### src/rtl/arbiter_pkg.sv
// Shared types and defaults for the 4-phase request arbiter.
// ARBITER_RR_EN selects round-robin instead of fixed priority.
package arbiter_pkg;

    localparam int DEFAULT_N = 4;

    typedef enum logic [1:0] {
        IDLE,
        REQ,
        ACK,
        REL
    } state_t;

endpackage

### src/rtl/arbiter_pick.sv
// Combinational winner selection over the request vector.
// ARBITER_RR_EN: search starts at i_ptr; otherwise lowest index wins.
module arbiter_pick
    import arbiter_pkg::*;
#(
    parameter int N  = DEFAULT_N,
    parameter int SW = $clog2(N)
) (
    input  logic [N-1:0]  i_req,
    input  logic [SW-1:0] i_ptr,
    output logic [SW-1:0] o_idx,
    output logic          o_valid
);

`ifdef ARBITER_RR_EN
    int            w_sum;
    logic [SW-1:0] w_k;

    always_comb begin
        o_valid = 1'b0;
        o_idx   = '0;
        w_sum   = 0;
        w_k     = '0;
        for (int i = 0; i < N; i++) begin
            w_sum = int'(i_ptr) + i;
            if (w_sum >= N) w_sum = w_sum - N;
            w_k = SW'(w_sum);
            if (!o_valid && i_req[w_k]) begin
                o_valid = 1'b1;
                o_idx   = w_k;
            end
        end
    end
`else
    logic [SW-1:0] w_k;
    logic          w_unused;

    assign w_unused = ^i_ptr;

    always_comb begin
        o_valid = 1'b0;
        o_idx   = '0;
        w_k     = '0;
        for (int i = 0; i < N; i++) begin
            w_k = SW'(i);
            if (!o_valid && i_req[w_k]) begin
                o_valid = 1'b1;
                o_idx   = w_k;
            end
        end
    end
`endif

endmodule

### src/rtl/arbiter_nb.sv
// N-channel 4-phase handshake arbiter/merger with registered outputs.
// ARBITER_RR_EN enables the round-robin priority pointer.
module arbiter_nb
    import arbiter_pkg::*;
#(
    parameter int N  = DEFAULT_N,
    parameter int SW = $clog2(N)
) (
    input  logic          clk,
    input  logic          rst,
    input  logic [N-1:0]  req_in,
    output logic [N-1:0]  ack_in,
    output logic          req_out,
    input  logic          ack_out,
    output logic [SW-1:0] sel,
    output logic          busy
);

    state_t        r_state;
    logic [N-1:0]  r_ack_in;
    logic          r_req_out;
    logic [SW-1:0] r_sel;
    logic          r_busy;
    logic [SW-1:0] w_ptr;
    logic [SW-1:0] w_idx;
    logic          w_valid;

`ifdef ARBITER_RR_EN
    logic [SW-1:0] r_ptr;
    assign w_ptr = r_ptr;
`else
    assign w_ptr = '0;
`endif

    arbiter_pick #(
        .N  (N),
        .SW (SW)
    ) u_pick (
        .i_req   (req_in),
        .i_ptr   (w_ptr),
        .o_idx   (w_idx),
        .o_valid (w_valid)
    );

    always_ff @(posedge clk or negedge rst) begin
        if (!rst) begin
            r_state   <= IDLE;
            r_ack_in  <= '0;
            r_req_out <= 1'b0;
            r_sel     <= '0;
            r_busy    <= 1'b0;
`ifdef ARBITER_RR_EN
            r_ptr     <= '0;
`endif
        end else begin
            unique case (r_state)
                IDLE: if (w_valid) begin
                    r_sel     <= w_idx;
                    r_req_out <= 1'b1;
                    r_busy    <= 1'b1;
                    r_state   <= REQ;
                end
                REQ: if (ack_out) begin
                    r_ack_in <= {{(N-1){1'b0}}, 1'b1} << r_sel;
                    r_state  <= ACK;
                end
                ACK: if (!req_in[r_sel]) begin
                    r_req_out <= 1'b0;
                    r_state   <= REL;
                end
                REL: if (!ack_out) begin
                    r_ack_in <= '0;
                    r_busy   <= 1'b0;
                    r_state  <= IDLE;
`ifdef ARBITER_RR_EN
                    r_ptr    <= (r_sel == SW'(N-1)) ? '0 : r_sel + 1'b1;
`endif
                end
                default: r_state <= IDLE;
            endcase
        end
    end

    assign ack_in  = r_ack_in;
    assign req_out = r_req_out;
    assign sel     = r_sel;
    assign busy    = r_busy;

endmodule

### config.mk
export PLATFORM = sky130hd
export DESIGN_NAME = arbiter_nb
export DESIGN_NICKNAME = d
export VERILOG_FILES = /design/src/rtl/arbiter_pkg.sv /design/src/rtl/arbiter_pick.sv /design/src/rtl/arbiter_nb.sv
export SDC_FILE = /design/constraint.sdc
export NUM_CORES = 1
export LEC_CHECK = 0
export BUFFER_PORTS_ARGS = -buffer_cell sky130_fd_sc_hd__buf_2
export CAP_MARGIN = 20
export CORE_AREA = 5 5 42 44
export DETAILED_ROUTE_END_ITERATION = 10
export DIE_AREA = 0 0 47 49
export MAX_ROUTING_LAYER = met4
export PLACE_DENSITY = 0.71
export SLEW_MARGIN = 40
export SYNTH_ARGS = -nofsm -noshare
export SYNTH_HDL_FRONTEND = slang
export SYNTH_SLANG_ARGS = --single-unit
### constraint.sdc
create_clock -name clk -period 4.5 [get_ports clk]
set_clock_uncertainty 0.15 [all_clocks]
set_input_delay 0.45 -clock clk [delete_from_list [all_inputs] [get_ports clk]]
set_output_delay 0.45 -clock clk [all_outputs]
set_load 0.05 [all_outputs]
==> results of run 1 <==
-- state kept, by name, indices dropped and copies added (netlist names) --
| name | cells |
|---|---|
| req_out | 1 |
| ack_in | 4 |
| sel | 2 |
| r_state | 2 |
| busy | 1 |
-- cell type report --
class,instances,area (um^2)
clock buffer,4,36.3
tap,16,20.0
sequential,10,250
fill,139,652
multi-input combinational,48,355
timing repair buffer,15,80.1
inverter,2,7.51
-- power groups by stage --
stage	Clock, mW	Sequential, mW	Combinational (mW)
finish	0.0828	0.185	0.387
global route	0.0889	0.194	0.419
CTS	0.0848	0.186	0.391
detailed placement	0	0.188	0.389
global placement	0	0.185	0.382
floorplan	0	0.296	0.199
-- cells in the mapped netlist --
library cell / n / area share [%]
nor2_2: 1 / 1.0
buf_2: 1 / 0.81
a21oi_1: 5 / 4.0
a22o_1: 2 / 2.8
ha_1: 4 / 8.1
nor3_1: 1 / 0.81
nor2_1: 6 / 3.6
and2b_2: 1 / 1.4
inv_1: 2 / 1.2
o22ai_1: 3 / 3.0
o221ai_1: 1 / 1.4
dfrtp_1: 10 / 40
and2b_1: 1 / 1.2
o21a_1: 4 / 4.9
o32a_2: 1 / 1.8
mux2_4: 1 / 2.4
nand2b_1: 2 / 2.0
o21ai_0: 4 / 3.2
nor4_4: 1 / 3.4
nor2b_1: 2 / 2.0
o22ai_2: 1 / 2.0
mux2i_1: 2 / 3.2
nand2_1: 4 / 2.4
o2bb2ai_2: 1 / 2.4
-- worst min path at each step --
| stage | endpoint | startpoint | depth (start not counted) | slack [ns] |
|---|---|---|---|---|
| 5_1_grt | sel[0] | req_in[0] | 3 | 0.41 |
| 6_report | busy | busy | 1 | 0.38 |
| 4_1_cts | req_out | req_out | 1 | 0.38 |
| 2_1_floorplan | ack_in[0] | rst | 0 | 0.004 |
| 3_5_place_dp | ack_in[0] | rst | 1 | 0.17 |
| 3_3_place_gp | ack_in[0] | rst | 1 | 0.17 |
-- logic make-up after synthesis --
logic type,count (synthesis),share of synthesized area (%)
fa+ha+maj,4,8.10
simple gates,19,18.0
compound gates,22,25.7
mux,3,5.67
flops,10,40.5
buf+inv,3,2.02
-- per-layer routing --
layer | vias to the layer above | wire [um] | GRT usage (%)
met4 | 0 | 31 | 6.91
met3 | 4 | 78 | 1.11
met2 | 16 | 557 | 19.0
li1 | 262 | - | -
met1 | 232 | 572 | 15.8
met5 | - | 0 | -
==> reports/summary.json, run 1 <==
{
  "sta": {
    "timing.final.hold_violations": 0,
    "tns_ns": 0,
    "worst_slack_ns": 2.74,
    "max_transition_margin_pct": 76.7,
    "finalHoldWorstSlack_ns": 0.379,
    "finalWorstPathRequiredPeriod_ns": 1.76,
    "timing.final.max_slew_violations": 0,
    "slew_at_the_pin_with_the_worst_max_slew_slack_ns": 0.347,
    "count_of_endpoints_failing_setup_in_the_final_report": 0,
    "fin_crit_sh_pct": 39.0,
    "rsz0062_at_grt": "false",
    "maxClockFrequency_ghz": 0.570
  },
  "setup_path": {
    "critical_path_buf_inv_count": 0,
    "worst_setup_start_kind": "register",
    "criticalPathCategory": "reg -> reg",
    "crit_path_max_incr_delay_ns": 0.41,
    "crit_start": "r_state[0]",
    "maximum_fanout_along_the_worst_path": 6,
    "critPathRequiredTime_ns": 4.51,
    "critical_path.endpoint": "r_state[1]",
    "crit-reg2reg-launch": "r_state[0]",
    "worst_path_dominant_cell_family": "simple AND/OR/NAND/NOR gates",
    "timing.critical_path.slowest_stage_cell": "dfrtp_1",
    "critical_path_cell_by_cell": "ha_1 -> and2b_1 -> o2bb2ai_2 -> nor2_2 -> mux2_4",
    "reg_to_reg_endpoint": "r_state[1]",
    "path_depth": 5,
    "timing.reg2reg.worst_path_depth": 5,
    "critPathArrivalTime_ns": 1.76,
    "cp-end-kind": "register",
    "reg2reg_slack_ns": 2.74
  },
  "synth": {
    "ys_seq_elements": 10,
    "synth.yosys.warnings": 0,
    "synth.distinct_cells": 24,
    "sequential_area_share_after_synthesis_pct": 40.5,
    "syn_avg_cell_area_um2": 10.1,
    "synth_area_um2": 618,
    "syn-num-nets": 72,
    "netlist_instances": 61
  },
  "final_layout": {
    "finalInstanceArea_um2": 749,
    "fraction_of_final_layout_cells_with_drive_strength_greater_than_1_pct": 31.6,
    "flow.area_growth_from_synthesis_pct": 21.3,
    "most-common-layout-cells": "buf_2 (14), dfrtp_1 (10), nor2_1 (6)",
    "final_cells": 95,
    "n_antenna_cell": 0,
    "final_core_utilization_pct": 53.5,
    "mostFrequentLayoutCell": "buf_2",
    "nets": 91
  },
  "placed_design": {
    "post-place-cells": 90,
    "port_buffers": 14,
    "place_area_um2": 703,
    "place_worst_setup_slack_ns": 2.71,
    "dp_hpwl_um": 969,
    "globalplace.congestion": 0.769
  },
  "global_route": {
    "grt_start_max_net_pins": 11,
    "grt.total_usage_pct": 12.5,
    "grt_pass1_vias": 487,
    "grt-ovfl-total": 0,
    "antenna_found_initial": 0,
    "global_route_wire_length_before_repair_um": 2100
  },
  "route": {
    "vias": 514,
    "antenna_violating_nets_post_route": 0,
    "initialDrtViolationCount": 10,
    "detail_route.vias_per_cell": 5.41,
    "wirelength_um": 1240,
    "post_detailed_route_wirelength_per_cell_um": 13.1,
    "drcViolationCount": 0,
    "drt_pass1_iterations": 3
  },
  "job": {
    "maxCapViolations": 0
  },
  "cts": {
    "clkSlewWorstSetupHoldPaths_ns": 0.07,
    "postCtsSetupRepairBufs": 0,
    "postCtsHoldBufs": 1,
    "clock-root-buffer": "clkbuf_4",
    "clk-insertion-delay-late_ns": 0.27,
    "clock_sink_count": 10,
    "cts_buffer_depth": 2,
    "count_of_cells_resized_by_post_cts_repair": 0,
    "cts_buffers": 3,
    "cts_tree": "yes",
    "htree_levels": 1
  },
  "outcome": {
    "run_status": "finished clean"
  },
  "power_and_ir_drop": {
    "post-layout-total-power_uw": 654,
    "static-leakage-power_nw": 0.349,
    "power_frac_seq_pct": 28.3,
    "internal_power_uw": 326,
    "p_sw_share_pct": 50.1,
    "comb_power_share_pct": 59.1,
    "cellPowerDensity_nw_per_um2": 873,
    "power_switching_uw": 328,
    "irDropWorstVdd_v": 0.000395,
    "fraction_of_power_consumed_by_the_clock_network_pct": 12.7
  },
  "die": {
    "design.die.area_um2": 2300,
    "die-height_um": 49,
    "io_pins": 15,
    "num_rows": 14,
    "start_util_pct": 44.1,
    "core_area_um2": 1400,
    "die_w_um": 47
  },
  "min_path": {
    "timing.hold.worst.class": "reg -> reg"
  }
}
No activity file was read; power rests on OpenSTA's default activity.
==> run 2: changes to the inputs <==
--- a/config.mk
+++ b/config.mk
@@ -7,11 +7,11 @@
 export LEC_CHECK = 0
 export BUFFER_PORTS_ARGS = -buffer_cell sky130_fd_sc_hd__buf_2
 export CAP_MARGIN = 20
-export CORE_AREA = 5 5 42 44
+export CORE_MARGIN = 5
+export CORE_UTILIZATION = 45
 export DETAILED_ROUTE_END_ITERATION = 10
-export DIE_AREA = 0 0 47 49
 export MAX_ROUTING_LAYER = met4
-export PLACE_DENSITY = 0.71
+export PLACE_DENSITY = 0.72
 export SLEW_MARGIN = 40
 export SYNTH_ARGS = -nofsm -noshare
 export SYNTH_HDL_FRONTEND = slang
==> constraint.sdc (replaced) <==
create_clock -name clk -period 1.6 [get_ports clk]
set_clock_uncertainty 0.15 [all_clocks]
set_input_delay 0.16 -clock clk [delete_from_list [all_inputs] [get_ports clk]]
set_output_delay 0.16 -clock clk [all_outputs]
set_load 0.05 [all_outputs]
==> reports/summary.json, run 2 (synthesis results as in run 1) <==
{
  "setup_path": {
    "reg_to_reg_endpoint": "r_state[1]",
    "critical_path.endpoint": "r_state[1]",
    "critical_path_cell_by_cell": "ha_4 -> and2b_1 -> o2bb2ai_2 -> nor2_2 -> mux2_4",
    "critPathRequiredTime_ns": 1.61,
    "path_depth": 5,
    "worst_path_dominant_cell_family": "flip-flops",
    "criticalPathCategory": "reg -> reg",
    "worst_setup_start_kind": "register",
    "reg2reg_slack_ns": -0.01,
    "timing.critical_path.slowest_stage_cell": "dfrtp_2",
    "cp-end-kind": "register",
    "crit-reg2reg-launch": "r_state[1]",
    "critical_path_buf_inv_count": 0,
    "crit_start": "r_state[1]",
    "timing.reg2reg.worst_path_depth": 5,
    "maximum_fanout_along_the_worst_path": 4,
    "critPathArrivalTime_ns": 1.62,
    "crit_path_max_incr_delay_ns": 0.46
  },
  "job": {
    "maxCapViolations": 0
  },
  "cts": {
    "clkSlewWorstSetupHoldPaths_ns": 0.07,
    "cts_buffers": 3,
    "cts_buffer_depth": 2,
    "clock_sink_count": 10,
    "cts_tree": "yes",
    "clk-insertion-delay-late_ns": 0.27,
    "postCtsSetupRepairBufs": 0,
    "htree_levels": 1,
    "clock-root-buffer": "clkbuf_4"
  },
  "global_route": {
    "grt.total_usage_pct": 16.2,
    "grt_pass1_vias": 552,
    "antenna_found_initial": 0,
    "grt-ovfl-total": 0,
    "grt_start_max_net_pins": 11,
    "global_route_wire_length_before_repair_um": 2440
  },
  "power_and_ir_drop": {
    "cellPowerDensity_nw_per_um2": 2450,
    "power_switching_mw": 1.02,
    "comb_power_share_pct": 60.6,
    "fraction_of_power_consumed_by_the_clock_network_pct": 11.4,
    "power_frac_seq_pct": 28.0,
    "irDropWorstVdd_v": 0.00144,
    "internal_power_mw": 1.02,
    "p_sw_share_pct": 49.9,
    "static-leakage-power_nw": 0.367
  },
  "route": {
    "antenna_violating_nets_post_route": 0,
    "detail_route.wirelength.met1_um": 669,
    "initialDrtViolationCount": 3,
    "post_detailed_route_wirelength_per_cell_um": 15.1,
    "met2_length_um": 724,
    "vias": 556,
    "detail_route.vias_per_cell": 5.62,
    "drt_pass1_iterations": 4,
    "drcViolationCount": 0,
    "detailroute.wirelength.met3_um": 89,
    "top_signal_layer_used": "met4",
    "wirelength_um": 1500
  },
  "final_layout": {
    "most-common-layout-cells": "buf_2 (14), dfrtp_1 (7), nor2_1 (6)",
    "final_core_utilization_pct": 63.8,
    "flow.area_growth_from_synthesis_pct": 34.4,
    "nets": 96,
    "n_antenna_cell": 0,
    "largest_register_ff_count": 4,
    "fraction_of_final_layout_cells_with_drive_strength_greater_than_1_pct": 48.8,
    "mostFrequentLayoutCell": "buf_2",
    "nFillCells": 112
  },
  "placed_design": {
    "globalplace.congestion": 0.771,
    "dp_hpwl_um": 1090,
    "port_buffers": 14
  },
  "sta": {
    "rsz0062_at_grt": "true",
    "finalHoldWorstSlack_ns": 0.103,
    "max_transition_margin_pct": 82.3,
    "timing.final.hold_violations": 0,
    "timing.final.max_slew_violations": 0,
    "worst_slack_ns": -0.0138,
    "fin_crit_sh_pct": 101,
    "count_of_endpoints_failing_setup_in_the_final_report": 1,
    "finalWorstPathRequiredPeriod_ns": 1.61,
    "maxClockFrequency_ghz": 0.620,
    "slew_at_the_pin_with_the_worst_max_slew_slack_ns": 0.266
  },
  "die": {
    "start_util_pct": 47.5,
    "die-height_um": 47.1,
    "die_w_um": 47.1,
    "num_rows": 13,
    "design.die.area_um2": 2210,
    "core_area_um2": 1300,
    "io_pins": 15
  },
  "outcome": {
    "violated_checks": "negative setup slack",
    "run_status": "finished, violations left"
  },
  "min_path": {
    "timing.hold.worst.class": "in -> reg"
  }
}
[run 2: cell types whose count changed in the layout (fill, tap and decap cells not counted), moves of 2 or more]
cell	before	now
mux2i_2	0	2
mux2i_1	2	0
dfrtp_1	10	7
inv_1	2	0
ha_1	4	2
dfrtp_2	0	3
buf_4	0	5
ha_4	0	2
[run 2: stage by stage]
step / power (mW) / TNS (ns) / setup WS, ns / area [um^2] / std cells
5_1_grt: 2.16 / -0.0717 / -0.0649 / 831 / 99
3_3_place_gp: 1.66 / -0.0186 / -0.0186 / 744 / 94
6_report: 2.04 / -0.0138 / -0.0138 / 831 / 99
2_1_floorplan: 1.42 / -0.0804 / -0.0804 / 629 / 61
4_1_cts: 2.02 / -0.00576 / -0.00576 / 826 / 99
3_5_place_dp: 1.71 / -0.0681 / -0.0681 / 744 / 94
[run 2: metal layers]
layer / GRT usage [%] / vias up
met5: - / -
met3: 3.45 / 2
met1: 18.0 / 265
met2: 28.2 / 19
li1: - / 270
met4: 5.52 / 0
[run 2: how the worst min path moves through the flow]
stage | depth (start not counted) | to | slack (ns) | startpoint
after floorplan | 0 | ack_in[0] | -0.29 | rst
after global placement | 1 | ack_in[2] | -0.12 | rst
after detailed placement | 1 | ack_in[2] | -0.11 | rst
after CTS | 3 | sel[1] | 0.1 | req_in[0]
after global routing | 3 | sel[0] | 0.13 | req_in[0]
final | 3 | sel[1] | 0.10 | req_in[0]
[run 2: final cells by class]
class,count,area [um^2],share of cell area (%)
clock buffers,4,36.3,4.37
inverters,2,10.0,1.20
multi-input cells,48,394,47.4
flip-flops and latches,10,254,30.6
well taps,15,18.8,2.26
repair buffers,20,118,14.2
[run 2: timing repair]
item	4_1_cts	5_1_grt
pin swaps	3	0
gates resized for setup	10	2
hold endpoints to repair	10	0
hold buffers	1	0
endpoints found under the setup margin	2	5
[run 2: power groups by stage]
stage,combinational (mW),sequential (mW),clock (mW)
after floorplan,0.583,0.838,0
after global placement,1.14,0.523,0
after detailed placement,1.18,0.530,0
after CTS,1.23,0.561,0.235
after global routing,1.31,0.589,0.255
final,1.23,0.569,0.232
[run 2: tightest hold or removal path, stage by stage]
cell	delay, ns
buf_2	0.14
o21ai_0	0.09
o21a_1	0.10
==> run 3: changes to the inputs <==
--- a/config.mk
+++ b/config.mk
@@ -7,12 +7,15 @@
 export LEC_CHECK = 0
 export BUFFER_PORTS_ARGS = -buffer_cell sky130_fd_sc_hd__buf_2
 export CAP_MARGIN = 20
+export CELL_PAD_IN_SITES_DETAIL_PLACEMENT = 1
+export CELL_PAD_IN_SITES_GLOBAL_PLACEMENT = 2
 export CORE_MARGIN = 5
-export CORE_UTILIZATION = 45
+export CORE_UTILIZATION = 29
 export DETAILED_ROUTE_END_ITERATION = 10
 export MAX_ROUTING_LAYER = met4
-export PLACE_DENSITY = 0.72
+export PLACE_DENSITY_LB_ADDON = 0.1
 export SLEW_MARGIN = 40
 export SYNTH_ARGS = -nofsm -noshare
 export SYNTH_HDL_FRONTEND = slang
+export SYNTH_HIERARCHICAL = 1
 export SYNTH_SLANG_ARGS = --single-unit
==> reports/summary.json, run 3 <==
{
  "setup_path": {
    "critPathArrivalTime_ns": 1.70,
    "cp-end-kind": "register",
    "critPathRequiredTime_ns": 1.63,
    "reg2reg_slack_ns": -0.07,
    "criticalPathCategory": "reg -> reg",
    "timing.reg2reg.worst_path_depth": 4,
    "maximum_fanout_along_the_worst_path": 4,
    "worst_setup_start_kind": "register",
    "crit-reg2reg-launch": "r_state[0]",
    "timing.critical_path.slowest_stage_cell": "dfrtp_2",
    "reg_to_reg_endpoint": "r_state[0]",
    "critical_path_cell_by_cell": "ha_2 -> mux2_4 -> a311o_1 -> a211oi_2",
    "crit_path_max_incr_delay_ns": 0.46
  },
  "die": {
    "die-height_um": 60.2,
    "io_pins": 15,
    "start_util_pct": 30.0,
    "num_rows": 18,
    "design.die.area_um2": 3620,
    "die_w_um": 60.2,
    "core_area_um2": 2430
  },
  "sta": {
    "timing.final.hold_violations": 0,
    "timing.final.max_slew_violations": 0,
    "maxClockFrequency_ghz": 0.599,
    "finalHoldWorstSlack_ns": 0.144,
    "slew_at_the_pin_with_the_worst_max_slew_slack_ns": 0.333,
    "finalWorstPathRequiredPeriod_ns": 1.67,
    "count_of_endpoints_failing_setup_in_the_final_report": 2,
    "max_transition_margin_pct": 77.8,
    "fin_crit_sh_pct": 104,
    "worst_slack_ns": -0.0698,
    "rsz0062_at_grt": "true"
  },
  "min_path": {
    "timing.hold.worst.class": "in -> async"
  },
  "global_route": {
    "grt_start_max_net_pins": 11,
    "antenna_found_initial": 0,
    "grt.total_usage_pct": 12.1,
    "grt-ovfl-total": 0,
    "grt_pass1_vias": 682,
    "global_route_wire_length_before_repair_um": 3190
  },
  "synth": {
    "synth_area_um2": 731,
    "syn-num-nets": 86,
    "netlist_instances": 74,
    "synth.yosys.warnings": 6,
    "syn_avg_cell_area_um2": 9.87
  },
  "route": {
    "antenna_violating_nets_post_route": 0,
    "post_detailed_route_wirelength_per_cell_um": 14.4,
    "drcViolationCount": 0,
    "detail_route.vias_per_cell": 4.95,
    "initialDrtViolationCount": 20,
    "drt_pass1_iterations": 4,
    "wirelength_um": 1920,
    "vias": 659
  },
  "job": {
    "maxCapViolations": 0
  },
  "final_layout": {
    "final_core_utilization_pct": 41.3,
    "final_cells": 133,
    "nFillCells": 291,
    "n_antenna_cell": 0,
    "finalInstanceArea_um2": 1000,
    "fraction_of_final_layout_cells_with_drive_strength_greater_than_1_pct": 53.4,
    "nets": 116,
    "mostFrequentLayoutCell": "buf_4",
    "most-common-layout-cells": "buf_4 (15), buf_2 (14), o21ai_0 (9)",
    "largest_register_ff_count": 4,
    "flow.area_growth_from_synthesis_pct": 37.5
  },
  "placed_design": {
    "dp_hpwl_um": 1490,
    "post-place-cells": 125,
    "place_area_um2": 870,
    "globalplace.congestion": 0.734,
    "port_buffers": 14
  },
  "cts": {
    "htree_levels": 1,
    "clock_sink_count": 10,
    "cts_buffers": 3,
    "clkSlewWorstSetupHoldPaths_ns": 0.07,
    "clk-insertion-delay-late_ns": 0.26,
    "clock-root-buffer": "clkbuf_4",
    "cts_tree": "yes",
    "cts_buffer_depth": 2
  },
  "outcome": {
    "violated_checks": "negative setup slack",
    "run_status": "finished, violations left"
  },
  "power_and_ir_drop": {
    "irDropWorstVdd_v": 0.000703,
    "cellPowerDensity_nw_per_um2": 2060,
    "post-layout-total-power_mw": 2.07,
    "static-leakage-power_nw": 0.453
  }
}
[run 3: worst max path at each step]
stage | start | end | depth (start not counted)
2_1_floorplan | sel[0] | r_state[0] | 4
3_3_place_gp | r_state[1] | r_state[0] | 5
3_5_place_dp | r_state[0] | r_state[0] | 5
4_1_cts | r_state[0] | r_state[0] | 4
5_1_grt | r_state[0] | r_state[0] | 4
6_report | r_state[0] | r_state[0] | 4
[run 3: worst max-delay path: cells and delay by family, from the launching register on]
kind            cells  cell delay (ns)
compound gates      2             0.50
fa+ha+maj           1             0.20
flops               1             0.46
mux                 1             0.27
[run 3: area by class of cell]
class                      count  area [um^2]  area share (%)
inverter                       4         15.0            1.49
tap                           30         37.5            3.74
clock buffer                   4         36.3            3.61
multi-input combinational     55          470            46.8
timing repair buffer          30          193            19.2
sequential                    10          253            25.2
[run 3: what timing repair did]
action / 4_1_cts / 5_1_grt
pin swaps: 1 / 2
hold buffers: 1 / 0
setup endpoints to repair: 2 / 7
resized for setup: 8 / 8
setup buffers: 2 / 1
hold endpoints to repair: 10 / 0
[run 3: metal layers]
layer	vias to the layer above	global-route usage [%]	routed length, um
met5	-	-	0
met4	0	4.75	25
met3	2	1.30	71
met2	14	21.3	973
met1	311	13.8	847
li1	332	-	-
[run 3: where the power goes]
group	switching (mW)	internal [mW]	leakage, nW
Sequential	0.121	0.369	0.118
Clock	0.0949	0.138	0.0210
Combinational	0.772	0.577	0.314
Total	0.988	1.08	0.453
[run 3: stage by stage]
stage | setup WS [ns] | setup TNS (ns)
3_5_place_dp | -0.152 | -0.206
5_1_grt | -0.146 | -0.233
2_1_floorplan | -0.150 | -0.333
4_1_cts | -0.0867 | -0.153
3_3_place_gp | -0.0263 | -0.0263
6_report | -0.0698 | -0.107
